File: src/rtl/mmc_pkg.sv
`default_nettype none
// ============================================================================
//  Module      : mmc_pkg
//  Description : Shared types and constants for the multimode counter:
//                mode enumeration, per-mode seed values and a seed lookup.
//  Revision    : 1.0 - initial release
// ============================================================================
package mmc_pkg;

   // Counting modes, encoded exactly as presented on the mode input
   typedef enum logic [1:0] {
      MMC_BIN  = 2'd0,
      MMC_MOD  = 2'd1,
      MMC_RING = 2'd2,
      MMC_JOHN = 2'd3
   } mmc_mode_t;

   // Value q takes on the edge where a new mode becomes active
   localparam int unsigned c_SEED_BIN  = 0;
   localparam int unsigned c_SEED_MOD  = 0;
   localparam int unsigned c_SEED_RING = 1;
   localparam int unsigned c_SEED_JOHN = 0;

   // Seed lookup; callers truncate the result to their counter width
   function automatic int unsigned mmc_seed(input mmc_mode_t m);
      int unsigned s;
      s = c_SEED_BIN;
      case (m)
         MMC_BIN  : s = c_SEED_BIN;
         MMC_MOD  : s = c_SEED_MOD;
         MMC_RING : s = c_SEED_RING;
         MMC_JOHN : s = c_SEED_JOHN;
         default  : s = c_SEED_BIN;
      endcase
      return s;
   endfunction

endpackage : mmc_pkg
`default_nettype wire

File: src/rtl/mmc_next.sv
`default_nettype none
// ============================================================================
//  Module      : mmc_next
//  Description : Combinational next-state and terminal-count logic for the
//                multimode counter. Given the active mode, direction and the
//                current count it produces the value of one counted step and
//                the terminal flag for that mode/direction.
//  Revision    : 1.0 - initial release
// ============================================================================
module mmc_next
   import mmc_pkg::*;
#(
   parameter int WIDTH = 4,
   parameter int MOD   = 10
) (
   input  mmc_mode_t        mode,
   input  logic             up,
   input  logic [WIDTH-1:0] q,
   output logic [WIDTH-1:0] nxt,
   output logic             tc
);

   localparam logic [WIDTH-1:0] c_ZERO    = '0;
   localparam logic [WIDTH-1:0] c_ONE     = WIDTH'(1);
   localparam logic [WIDTH-1:0] c_ALL1    = '1;
   localparam logic [WIDTH-1:0] c_MSB     = {1'b1, {(WIDTH-1){1'b0}}};
   localparam logic [WIDTH-1:0] c_MOD_MAX = WIDTH'(MOD - 1);

   // One counted step and the terminal test, selected by mode and direction
   always_comb begin
      nxt = q;
      tc  = 1'b0;
      case (mode)
         MMC_BIN : begin
            if (up) begin
               nxt = q + c_ONE;
               tc  = (q == c_ALL1);
            end else begin
               nxt = q - c_ONE;
               tc  = (q == c_ZERO);
            end
         end
         MMC_MOD : begin
            if (up) begin
               nxt = (q == c_MOD_MAX) ? c_ZERO : q + c_ONE;
               tc  = (q == c_MOD_MAX);
            end else begin
               nxt = (q == c_ZERO) ? c_MOD_MAX : q - c_ONE;
               tc  = (q == c_ZERO);
            end
         end
         MMC_RING : begin
            if (up) begin
               nxt = {q[WIDTH-2:0], q[WIDTH-1]};
               tc  = (q == c_MSB);
            end else begin
               nxt = {q[0], q[WIDTH-1:1]};
               tc  = (q == c_ONE);
            end
         end
         MMC_JOHN : begin
            if (up) begin
               nxt = {q[WIDTH-2:0], ~q[WIDTH-1]};
               tc  = (q == c_MSB);
            end else begin
               nxt = {~q[0], q[WIDTH-1:1]};
               tc  = (q == c_ONE);
            end
         end
         default : begin
            nxt = q;
            tc  = 1'b0;
         end
      endcase
   end

endmodule : mmc_next
`default_nettype wire

File: src/rtl/multimode_counter.sv
`default_nettype none
// ============================================================================
//  Module      : multimode_counter
//  Description : WIDTH-bit counter with binary, modulo-MOD, ring and johnson
//                modes. Per edge: mode change (reseed) > load > count > hold.
//                tc flags the terminal value of the active mode/direction;
//                wrap pulses for one cycle after a counted step out of it.
//                Optional macro MMC_DOWN_EN enables the up input; without it
//                every mode counts up only.
//  Revision    : 1.0 - initial release
// ============================================================================
module multimode_counter
   import mmc_pkg::*;
#(
   parameter int WIDTH = 4,
   parameter int MOD   = 10
) (
   input  logic             clk,
   input  logic             reset,
   input  logic             en,
   input  logic [1:0]       mode,
   input  logic             up,
   input  logic             load,
   input  logic [WIDTH-1:0] load_val,
   output logic [WIDTH-1:0] q,
   output logic             tc,
   output logic             wrap
);

   localparam logic [WIDTH-1:0] c_ONE     = WIDTH'(1);
   localparam logic [WIDTH:0]   c_MOD_EXT = (WIDTH+1)'(MOD);

   logic [WIDTH-1:0] r_q;
   logic             r_wrap;
   mmc_mode_t        r_mode_q;

   mmc_mode_t        w_mode;
   logic             w_mode_chg;
   logic             w_dir_up;
   logic [WIDTH-1:0] w_step;
   logic             w_tc;
   logic [WIDTH-1:0] w_seed;
   logic             w_in_range;
   logic             w_onehot;
   logic [WIDTH-1:0] w_load_q;
   logic [WIDTH-1:0] w_q_nxt;
   mmc_mode_t        w_mode_nxt;
   logic             w_wrap_nxt;

   assign w_mode     = mmc_mode_t'(mode);
   assign w_mode_chg = (w_mode != r_mode_q);

`ifdef MMC_DOWN_EN
   assign w_dir_up = up;
`else
   // Direction is fixed to up; up is kept only as an intentionally unused tap
   logic w_unused_up;
   assign w_unused_up = up;
   assign w_dir_up    = 1'b1;
`endif

   mmc_next #(
      .WIDTH (WIDTH),
      .MOD   (MOD)
   ) u_next (
      .mode (r_mode_q),
      .up   (w_dir_up),
      .q    (r_q),
      .nxt  (w_step),
      .tc   (w_tc)
   );

   assign w_seed     = WIDTH'(mmc_seed(w_mode));
   assign w_in_range = ({1'b0, load_val} < c_MOD_EXT);
   assign w_onehot   = (load_val != '0) && ((load_val & (load_val - c_ONE)) == '0);

   // Sanitise the load value so q never leaves the legal set of the active mode
   always_comb begin
      w_load_q = load_val;
      case (r_mode_q)
         MMC_BIN  : w_load_q = load_val;
         MMC_MOD  : w_load_q = w_in_range ? load_val : '0;
         MMC_RING : w_load_q = w_onehot ? load_val : WIDTH'(c_SEED_RING);
         MMC_JOHN : w_load_q = r_q;
         default  : w_load_q = load_val;
      endcase
   end

   // Edge priority: mode change, then load, then count, else hold
   always_comb begin
      w_q_nxt    = r_q;
      w_mode_nxt = r_mode_q;
      w_wrap_nxt = 1'b0;
      if (w_mode_chg) begin
         w_q_nxt    = w_seed;
         w_mode_nxt = w_mode;
      end else if (load) begin
         w_q_nxt    = w_load_q;
      end else if (en) begin
         w_q_nxt    = w_step;
         w_wrap_nxt = w_tc;
      end
   end

   // State registers; reset clears count, wrap and returns to binary mode at once
   always_ff @(posedge clk or negedge reset) begin
      if (!reset) begin
         r_q      <= '0;
         r_wrap   <= 1'b0;
         r_mode_q <= MMC_BIN;
      end else begin
         r_q      <= w_q_nxt;
         r_wrap   <= w_wrap_nxt;
         r_mode_q <= w_mode_nxt;
      end
   end

   assign q    = r_q;
   assign wrap = r_wrap;
   assign tc   = w_tc;

endmodule : multimode_counter
`default_nettype wire

File: config.mk
export PLATFORM = sky130hd
export DESIGN_NAME = multimode_counter
export DESIGN_NICKNAME = d
export VERILOG_FILES = /design/src/rtl/mmc_pkg.sv /design/src/rtl/mmc_next.sv /design/src/rtl/multimode_counter.sv
export SDC_FILE = /design/constraint.sdc
export NUM_CORES = 1
export LEC_CHECK = 0
export BUFFER_PORTS_ARGS = -buffer_cell sky130_fd_sc_hd__buf_4
export CAP_MARGIN = 20
export CORE_ASPECT_RATIO = 1.5
export CORE_MARGIN = 3
export CORE_UTILIZATION = 27
export DETAILED_ROUTE_END_ITERATION = 10
export MAX_ROUTING_LAYER = met4
export PLACE_DENSITY = 0.46
export SLEW_MARGIN = 0
export SYNTH_ARGS = -nofsm -noshare
export SYNTH_HDL_FRONTEND = slang
export SYNTH_SLANG_ARGS = --single-unit
File: constraint.sdc
create_clock -name clk -period 1.75 [get_ports clk]
set_clock_uncertainty 0.1 [all_clocks]
set_input_delay 0 -clock clk [delete_from_list [all_inputs] [get_ports clk]]
set_output_delay 0 -clock clk [all_outputs]
set_load 0.05 [all_outputs]
After elaboration in Yosys (flattened, before gate mapping). Index checks and enable logic that the tools add are counted.

Input port bits: 11. Output and inout port bits: 6. Register bits: 7.

Equal/unequal tests: 11. $add $sub $neg: 2. Multiplexer cells: 13. Reduce and logical (&&, ||, !) cells: 9. Order comparisons: 1. Bitwise logic cells: 2.

Operators by type and width (count): two-way mux 4 bit (6); case mux 4 bit (4 select lines) (1); equality test 4 bit, second input constant (3); case mux 4 bit (3 select lines) (1); equality test 2 bit, second input constant (4); case mux 4 bit (2 select lines) (1); adder 4 x 1 -> 4 bit, second input constant (1); AND 4 bit (1); equality test 2 x 1 -> 1 bit, second input constant (2); logical NOT 2 bit (2); logical NOT 4 bit (1); < comparator 4 bit, second input constant (1); nonzero test 4 bit (1); subtractor 4 x 1 -> 4 bit, second input constant (1); two-way mux 1 bit (3); inequality test 3 bit, second input constant (1); case mux 1 bit (3 select lines) (1); nonzero test 3 bit (1); OR reduction 3 bit (1); inequality test 2 bit (1); AND reduction 2 bit (1); OR reduction 2 bit (1); logical AND 1 bit (1); inverter 1 bit (1).

Logic depth before layout (Yosys ltp).
Word-level depth: 8. Depth in mapped cells: 7.

Modules after synthesis. Synthesis repeated with hierarchy kept, for this count alone.

Cell total of the unflattened synthesis: 126. Area total of the unflattened synthesis: 991.0 sq um.

Modules (own cells, without submodules): multimode_counter (area each 524.3 sq um, cells each 60, instances 1); mmc_next (area each 466.7 sq um, cells each 66, instances 1).

Worst setup path before layout. OpenSTA, ideal clock, no wires.

Path kind: register -> register. Start point: reg r_q[0], in the netlist q[0]. End point: reg r_wrap, in the netlist wrap. Slack: -370 ps. Arrival: 1951 ps. Setup time: 69 ps. Period minus slack after synthesis: 2120 ps. Buffers on the path: 0. Required time: 1581 ps. Cell stages (with the launch flop): 6. Cells stage by stage: dfrtp_1 > ha_1 > inv_1 > o21ai_0 > o311a_1 > and4_1.

Word-level cells in the longest chain between the ends: 5. Elaborated cells between the ends (all ways): 7. Those cells by class: eq/ne: 3; mux: 4.

Ends and longest elaborated chain: start: declaration (RTL line multimode_counter.sv:33) `logic [WIDTH-1:0] r_q;`; start signal: assignment (RTL line multimode_counter.sv:112) `r_q <= w_q_nxt;`; equality test 4 bit, on equally long branches; case mux 1 bit (3 select lines) * (RTL line mmc_next.sv:33) `case (mode)`; named net tc (RTL line multimode_counter.sv:26) `output logic tc,`; two-way mux 1 bit * (RTL line multimode_counter.sv:99) `end else if (en) begin`; two-way mux 1 bit * (RTL line multimode_counter.sv:97) `end else if (load) begin`; two-way mux 1 bit * (RTL line multimode_counter.sv:94) `if (w_mode_chg) begin`; named net w_wrap_nxt (RTL line multimode_counter.sv:48) `logic w_wrap_nxt;`; end signal: assignment (RTL line multimode_counter.sv:113) `r_wrap <= w_wrap_nxt;`; end: declaration (RTL line multimode_counter.sv:34) `logic r_wrap;`.

The timed path passes the listed nets; every way through them passes the cells marked *. A chain may end at the register's enable or synchronous reset.

Final worst setup path.
Start point: reg r_mode_q[0]. End point: reg r_q[0], in the netlist q[0].

Word-level cells in the longest chain between the ends: 5. Elaborated cells between the ends (all ways): 13. Those cells by class: eq/ne: 5; mux: 5; reduce/logical: 3.

Ends and longest elaborated chain: start: declaration (RTL line multimode_counter.sv:35) `mmc_mode_t r_mode_q;`; start signal: assignment (RTL line multimode_counter.sv:114) `r_mode_q <= w_mode_nxt;`; equality test 2 bit (tied with other cells) (RTL line mmc_next.sv:33, multimode_counter.sv:80); case mux 4 bit (4 select lines) (RTL line mmc_next.sv:33); two-way mux 4 bit (RTL line multimode_counter.sv:99); two-way mux 4 bit (RTL line multimode_counter.sv:97); two-way mux 4 bit (RTL line multimode_counter.sv:94).

Parallel ways exist; a longest one is shown, timed or not. The select of a mux whose other input is x is not followed.

==> results_dict.tcl <==
set metrics [dict create \
    total_power_w 0.000599 \
    grt_pass1_wl_um 3780 \
    synth_edf_count 0 \
    path_max_fanout 4 \
    postRouteAntennaNets 0 \
    clk_latency_ns 0.24 \
    met3_length_um 115 \
    async_flop_share_pct 100 \
    dpl_cell_area_um2 978 \
    dieArea_um2 3490 \
    syn_nets 110 \
    seq_power_share_pct 31.0 \
    p_sw_w 0.000216 \
    place_hpwl_um 1710 \
    p_leak_nw 0.479 \
    synth.area.top_cells "dfrtp_1 (23%), ha_1 (9.9%), a21oi_1 (8.6%)" \
    yosysTopAreaCell "dfrtp_1" \
    yosys_warnings 0 \
    wire_per_inst_um 13.2 \
    synthCells 93 \
    grt_pass1_vias 814 \
    grt.total_usage_pct 14.2 \
    synth_common_cells "a21oi_1 (13), dfrtp_1 (7), inv_1 (7), o21ai_0 (7)" \
    die_x_um 49.3 \
    startpoint_type "flop" \
    worst_slew_pin_slew_ns 0.318 \
    yosys_most_used_dff "dfrtp_1" \
    synth.avg_cell_area_um2 8.15 \
    ys_seq_area_share_pct 23.1 \
    finalCritPeriodShare_pct 102 \
    final_nets 146 \
    ys_ff_latch 7 \
    final_area_um2 1210 \
    crit_arrival_ns 1.80 \
    die_h_um 70.9 \
    crit_family "flip-flops" \
    power.density_nw_per_um2 495 \
    io_pins 17 \
    maxCapViolCount 0 \
    initial_utilization_pct 29.6 \
    clk_pin_slew_ns 0.05 \
    p_comb_share_pct 45.2 \
    path_buf_inv 2 \
    intPower_w 0.000384 \
    num_rows 22 \
    syn_to_final_growth_pct 59.6 \
    cts.sinks 7 \
    finalSetupViolCount 2 \
    drv_slew 0 \
    critPathMaxStageDelay_ns 0.45 \
    fmax_ghz 0.560 \
    worstHoldPathType "in2reg" \
    via_per_inst 4.92 \
    synth_area_um2 758 \
    totalWireLength_um 2170 \
    drc 0 \
    violations "setup timing" \
    path_class "reg2reg" \
    met2_length_um 1120 \
    slew_headroom_pct 78.7 \
    ys_types 38 \
    finalCriticalPeriod_ns 1.79 \
    post-synth-top-count-cell "a21oi_1" \
    dr.pass1.iters 4 \
    cpMaxStageDelayCell "dfrtp_2" \
    clkPwrFrac_pct 23.8 \
    port_buffers 15 \
    gp_congestion 0.823 \
    finalWorstSetupSlack_ns -0.0355 \
    core_um2 2560 \
    n_antenna_cell 0 \
    swShare_pct 36.0 \
    cp.required_ns 1.76 \
    ir_worst_vdd_v 0.000677 \
    rsz0062_at_grt "yes" \
    cts_buffers 3 \
    outcome "finished, violations left" \
    met1_length_um 862 \
    final_hold_viol_count 0 \
    crit_path_end_kind "flop" \
    synth.top_cell.area_share_pct 23.1 \
    cts_root_buffer "clkbuf_4" \
    grt_start_max_net_pins 11 \
    drt_iter0_markers 3 \
    cp_cell_sequence "buf_6 -> ha_4 -> buf_4 -> a21oi_4 -> nor3_1 -> nor4_1 -> o22ai_2" \
    clockBufferDepth 2 \
    overflow 0 \
    setup_tns_ns -0.0437 \
    num-fill-cells 249 \
    top_layer "met4" \
    vias 807 \
    tritoncts "yes" \
    antenna_found_initial 0 \
    h-tree-depth 1 \
    final_layout_size_suffix_gt1_share_pct 46.9 \
]
==> tightest hold or removal path, stage by stage <==
cell      delay [ns]
buf_4           0.11
nor4b_1         0.05
nand3_1         0.08
a211oi_1        0.08
==> state kept, by name (all words and copies together), names as in the netlist <==
register and cells:
q 4, r_mode_q 2, wrap 1
==> repair_timing <==
item,4_1_cts,5_1_grt
resized for setup,26,6
cloned,0,0
hold buffers,5,0
pin swaps,3,2
endpoints found under the setup margin,6,5
buffers inserted,2,1
hold endpoints to repair,10,0
==> routing by layer <==
| metal | track usage (%) | vias up |
|---|---|---|
| li1 | - | 411 |
| met1 | 15.9 | 365 |
| met2 | 24.3 | 25 |
| met3 | 3.37 | 6 |
| met4 | 5.06 | 0 |
| met5 | - | - |
==> kinds of logic after synthesis <==
group	share of synthesized area, %
AOI/OAI and AO/OA	27.7
buffers and inverters	8.58
muxes	1.32
and+or+nand+nor	24.8
xor gates and xnor gates	4.62
DFF	23.1
adders and majority gates	9.90
==> cell usage in the layout (no fill, tap or decap), drive strengths merged <==
master | Yosys | final
or3 | 1 | 1
nor2b | 1 | 1
a211oi | 3 | 3
o21ba | 1 | 1
clkbuf | 1 | 4
xor2 | 1 | 1
o211ai | 1 | 1
nand3 | 2 | 2
o21ai | 9 | 9
inv | 7 | 7
a21oi | 13 | 13
buf | 4 | 31
or3b | 1 | 1
nor4b | 3 | 3
nand2 | 6 | 6
o21a | 1 | 1
xnor2 | 3 | 3
nand2b | 3 | 3
a311oi | 1 | 1
o31a | 1 | 1
ha | 6 | 6
and4 | 1 | 1
nor4 | 3 | 3
mux2i | 1 | 1
nand3b | 1 | 1
nor2 | 4 | 4
nor3 | 3 | 3
a211o | 1 | 1
dfrtp | 7 | 7
a2111oi | 1 | 1
o22ai | 1 | 1
dlygate4sd3 | 0 | 5
o311a | 1 | 1
==> power by group through the flow <==
stage	registers [W]	clock network [W]	logic, W
floorplan	0.000213	0	0.000110
global placement	0.000186	0	0.000227
detailed placement	0.000186	0	0.000226
CTS	0.000186	0.000151	0.000265
global route	0.000187	0.000165	0.000294
finish	0.000186	0.000143	0.000271
==> stage by stage <==
stage | utilization (%) | cells | setup WS (ns) | hold WS [ns]
2_1_floorplan | - | 93 | -0.0733 | -0.396
3_3_place_gp | 38.2 | 152 | -0.132 | -0.284
3_5_place_dp | 38.2 | 152 | -0.160 | -0.284
4_1_cts | 46.1 | 163 | -0.0230 | 0.0194
5_1_grt | 47.3 | 164 | -0.0898 | 0.0124
6_report | 47.3 | 164 | -0.0355 | 0.0239
==> path summary, 6_finish.rpt <==
path                             start  endpoint  cells past startpoint  slack (ns)
setup / recovery           r_mode_q[0]      q[0]                      7       -0.04
hold / removal             load_val[0]      q[3]                      4        0.02
setup reg to reg           r_mode_q[0]      q[0]                      7       -0.04
hold reg to reg                   q[1]      q[1]                      3        0.61
max in group asynchronous        reset      q[1]                      3        0.67
min in group asynchronous        reset      wrap                      3        0.62
==> cell type report <==
class | instances | area, um2 | area share (%)
multi-input combinational | 74 | 631 | 52.1
timing repair buffer | 36 | 302 | 24.9
sequential | 7 | 180 | 14.9
tap | 36 | 45.0 | 3.72
clock buffer | 4 | 26.3 | 2.17
inverter | 7 | 26.3 | 2.17
No activity file was read; power rests on OpenSTA's default activity.
